--- config.mk ---
export PLATFORM = sky130hd
export DESIGN_NAME = hex_ascii_stream
export DESIGN_NICKNAME = d
export VERILOG_FILES = /design/src/rtl/hex_ascii_stream.sv
export SDC_FILE = /design/constraint.sdc
export NUM_CORES = 1
export LEC_CHECK = 0
export CAP_MARGIN = 20
export CORE_UTILIZATION = 30
export CTS_BUF_LIST = sky130_fd_sc_hd__clkbuf_8
export DETAILED_ROUTE_END_ITERATION = 6
export PLACE_DENSITY = 0.58
export SLEW_MARGIN = 30
export SYNTH_ARGS = -nofsm -noshare
export SYNTH_HDL_FRONTEND = slang
export SYNTH_SLANG_ARGS = --single-unit
--- constraint.sdc ---
create_clock -name clk -period 2.6 [get_ports clk]
set_input_delay 0.52 -clock clk [delete_from_list [all_inputs] [get_ports clk]]
set_output_delay 0.52 -clock clk [all_outputs]
set_load 0.02 [all_outputs]
--- src/rtl/hex_ascii_stream.sv ---
// Streams a registered hex value as ASCII characters over a valid/ready port,
// with an optional "0x" prefix, lowercase letters and leading-zero suppression.
module hex_ascii_stream #(
  parameter int NIBBLES        = 4,
  parameter int LOWER          = 0,
  parameter int SUPPRESS_ZEROS = 0,
  parameter int PREFIX         = 0
) (
  input  logic                   clk,
  input  logic                   rst_n,
  input  logic                   start_valid,
  output logic                   start_ready,
  input  logic [4*NIBBLES-1:0]   value,
  output logic                   char_valid,
  input  logic                   char_ready,
  output logic [7:0]             char_data,
  output logic                   char_last,
  output logic                   busy
);

  localparam int IW = (NIBBLES > 1) ? $clog2(NIBBLES) : 1;
  localparam logic [IW-1:0] TOP_IDX = IW'(NIBBLES - 1);

  typedef enum logic [1:0] {IDLE, PFX0, PFX1, DIGIT} state_t;

  state_t               state, state_nx;
  logic [4*NIBBLES-1:0] val_q;
  logic [4*NIBBLES-1:0] shifted;
  logic [IW-1:0]        idx;
  logic [IW-1:0]        start_idx;
  logic [3:0]           nib;
  logic                 accept;
  logic                 beat;

  // Starting digit: highest nonzero nibble when suppressing, so a zero value
  // still yields a single '0'.
  always_comb begin
    start_idx = TOP_IDX;
    if (SUPPRESS_ZEROS != 0) begin
      start_idx = '0;
      for (int unsigned i = 0; i < NIBBLES; i++) begin
        if (value[4*i +: 4] != 4'h0) start_idx = i[IW-1:0];
      end
    end
  end

  always_ff @(posedge clk) begin
    if (!rst_n) begin
      state <= IDLE;
      val_q <= '0;
      idx   <= '0;
    end else begin
      state <= state_nx;
      if (accept) begin
        val_q <= value;
        idx   <= start_idx;
      end else if (beat && state == DIGIT && idx != '0) begin
        idx <= idx - 1'b1;
      end
    end
  end

  always_comb begin
    state_nx    = state;
    start_ready = (state == IDLE);
    busy        = (state != IDLE);
    char_valid  = (state != IDLE);
    char_data   = '0;
    char_last   = 1'b0;
    accept      = start_valid && (state == IDLE);
    beat        = (state != IDLE) && char_ready;
    shifted     = val_q >> {idx, 2'b00};
    nib         = shifted[3:0];

    case (state)
      IDLE: begin
        if (accept) state_nx = (PREFIX != 0) ? PFX0 : DIGIT;
      end
      PFX0: begin
        char_data = 8'h30;
        if (beat) state_nx = PFX1;
      end
      PFX1: begin
        char_data = 8'h78;
        if (beat) state_nx = DIGIT;
      end
      DIGIT: begin
        if (nib < 4'd10) char_data = 8'h30 + {4'h0, nib};
        else             char_data = ((LOWER != 0) ? 8'h57 : 8'h37) + {4'h0, nib};
        char_last = (idx == '0);
        if (beat && char_last) state_nx = IDLE;
      end
      default: state_nx = IDLE;
    endcase
  end

endmodule

==> flow_metrics.tcl <==
set metrics [dict create \
    core_area_mm2 0.003153 \
    post-place-ws_ns -0.2768 \
    period_share_pct 98.82 \
    worst_ep_arrival_time_ns 2.05 \
    syn_area_per_cell_um2 8.002 \
    worst_slack_ns 0.03077 \
    clock-sinks 20 \
    min_period_ns 2.569 \
    synth_mux_area_share_pct 11.39 \
    synth_warnings 0 \
    required_ns 2.08 \
    final_util_pct 46.43 \
    track_usage_pct 13.71 \
    wl_um 2300 \
    via_per_inst 4.697 \
    synth_async_sr_flop_share_pct 0 \
    crit_fanout 4 \
    hp-class "register to register" \
    setup_violations 0 \
    hold_viol_final 0 \
    cts.clk_slew.worst_paths_ns 0.07 \
    yosysUniqueCellTypes 30 \
    worst_pin_slew_ns 0.6242 \
    fin_hold_ws_ns 0.4568 \
    setup-tns-final_ns 0 \
    critical_path.startpoint_type "register" \
    max_cap_violations 0 \
    multi_input_comb_area_um2 566.8 \
    synth_top_family_by_area "simple AND/OR/NAND/NOR gates" \
    yosys.area.top_type_share_pct 38.79 \
    ios 32 \
    drc 0 \
    fmax_mhz 389.2 \
    critPathMaxStageDelay_ns 0.52 \
    cellPowerDensity_mw_per_mm2 561.9 \
    clock_path_buffers 2 \
    maxSlewHeadroom_pct 58.29 \
    syn_area_mm2 0.001032 \
    synthTopCellsByArea "dfxtp_1 39%, nand2_1 14%, a21oi_1 9.7%, mux4_1 5.1%, mux4_2 4.4%" \
    via_count 977 \
    path_delay_family "multiplexers" \
    synth_ff_type "dfxtp_1" \
    wire_per_inst_um 11.06 \
    drive_above_1_share_pct 20.73 \
    dr.first_iter.drc_count 8 \
    drtAntennaViolNets 0 \
    grt_max_degree 21 \
    fp.dieArea_mm2 0.003680 \
    grt_first_pass_wirelength_um 3753 \
    fill_cells 342 \
    dp_cells 202 \
    syn2layout_area_growth_pct 41.82 \
    status "finished clean" \
    synth_area_leader_cell "dfxtp_1" \
    synth_seq_cells 20 \
    synth-xor-area-share_pct 1.697 \
    rsz0062_at_grt "yes" \
    p_leak_nw 0.5545 \
    fin_area_mm2 0.001464 \
    synth_edf_count 0 \
    syn_nets 151 \
    clockRootBuffer "clkbuf_8" \
    synthCells 129 \
    crit_slowest_cell "mux4_2" \
    skew_ns 0.003321 \
    drv_slew 0 \
    path_buf_inv 2 \
    drt_first_pass_iters 4 \
    path_cells "mux4_2 > inv_2 > ha_4 > nand2_2 > or3_4 > a21oi_2 > buf_4" \
    postPlaceCellArea_mm2 0.001399 \
    io_buffers 30 \
    grt_pass1_vias 896 \
    end_kind "output pin" \
    diodes 0 \
    synth_compound_area_share_pct 16.97 \
    cts_buffers 3 \
    nets 187 \
    ys_seq_area_share_pct 38.79 \
    die_h_um 60.66 \
    stdcell_count 208 \
    clock_latency_ns 0.26 \
    antenna_found_initial 0 \
    synthAdderAreaFrac_pct 2.424 \
    layout.area.seq_um2 404.1 \
    cts_max_level 1 \
    overflow 0 \
    cts_tree "yes" \
    num_rows 20 \
    start_util_pct 32.74 \
    dp_hpwl_um 1648 \
    critPathKind "register to output pin" \
    dieWidth_um 60.66 \
    gp_congestion 0.8040 \
    yosys.area_share.simple_pct 20.36 \
    vdd_drop_max_uv 223.4 \
    total_power_mw 0.8225 \
]
-- final cells by class --
class	instances	area share, %
repair buffers	41	24.36
flip-flops and latches	20	27.61
inverters	7	1.795
multi-input cells	92	38.72
clock buffers	4	3.761
well taps	44	3.761
-- path summary, 6_finish.rpt --
kind	slack, ns	start	endpoint	cells past startpoint
min reg2reg	0.46	val_q[6]	val_q[6]	2
max	0.03	idx[0]	char_data[2]	7
min	0.46	val_q[6]	val_q[6]	2
max reg2reg	1.06	state[0]	val_q[6]	4
-- worst register-to-register path, cell delays in order, from the launching register on --
cell     delay [ns]
dfxtp_1        0.39
nor2_1         0.24
and2_1         0.57
nand2_1        0.14
a21oi_1        0.13
-- synthesized netlist by cell type, types with 2 or more instances --
master	n
a211oi_1	2
ha_1	2
buf_4	2
mux2i_1	2
nor2_1	5
mux4_2	2
nand2_1	38
clkbuf_1	4
a21oi_1	20
xnor2_1	2
nor3_1	2
o21a_1	2
buf_2	3
mux4_1	2
dfxtp_1	20
inv_1	7
-- layout by cell type (no fill, tap or decap), types with 2 or more instances in the layout --
master           instances
nand2_1                 37
clkdlybuf4s50_1         23
a21oi_1                 20
dfxtp_1                 19
buf_4                   13
inv_1                    5
nor2_1                   5
mux4_2                   4
clkbuf_8                 4
buf_2                    3
inv_2                    2
mux2i_1                  2
nor3_1                   2
o21a_1                   2
xnor2_1                  2
a211oi_1                 2
-- registers in the layout, indices dropped and copies added (netlist names) --
| signal | flops |
|---|---|
| idx | 2 |
| state | 2 |
| val_q | 16 |
-- cell families (layout without fill, tap and decap cells) --
family / count (synthesis) / count (layout)
multiplexers: 6 / 6
XOR/XNOR: 2 / 2
AND/OR/NAND/NOR: 51 / 51
flip-flops: 20 / 20
buffers and inverters: 17 / 52
adder cells (fa/ha/maj): 2 / 2
AO/OA/AOI/OAI: 30 / 30
other: 1 / 1
-- what timing repair did --
item                                    CTS  global route
hold endpoints to repair                  0             0
pin swaps                                 2             4
gates cloned                              0             0
buffers inserted                          0             2
endpoints found under the setup margin    7             7
hold buffers                              0             0
gates resized for setup                  29             8
-- report_power, final --
part / internal, mW / total, mW / leakage, nW / switching, mW
registers: 0.331 / 0.350 / 0.165 / 0.0192
logic: 0.119 / 0.238 / 0.361 / 0.119
clock network: 0.135 / 0.235 / 0.0288 / 0.100
total: 0.584 / 0.823 / 0.554 / 0.238
-- metal layers --
metal / vias up / share of wire, % / GRT usage, %
li1: 500 / - / -
met1: 442 / 48 / 17.82
met2: 30 / 46 / 22.76
met3: 5 / 5.2 / 2.559
met4: 0 / 1.1 / 4.870
met5: - / 0 / 0
No activity file was read; power rests on OpenSTA's default activity.
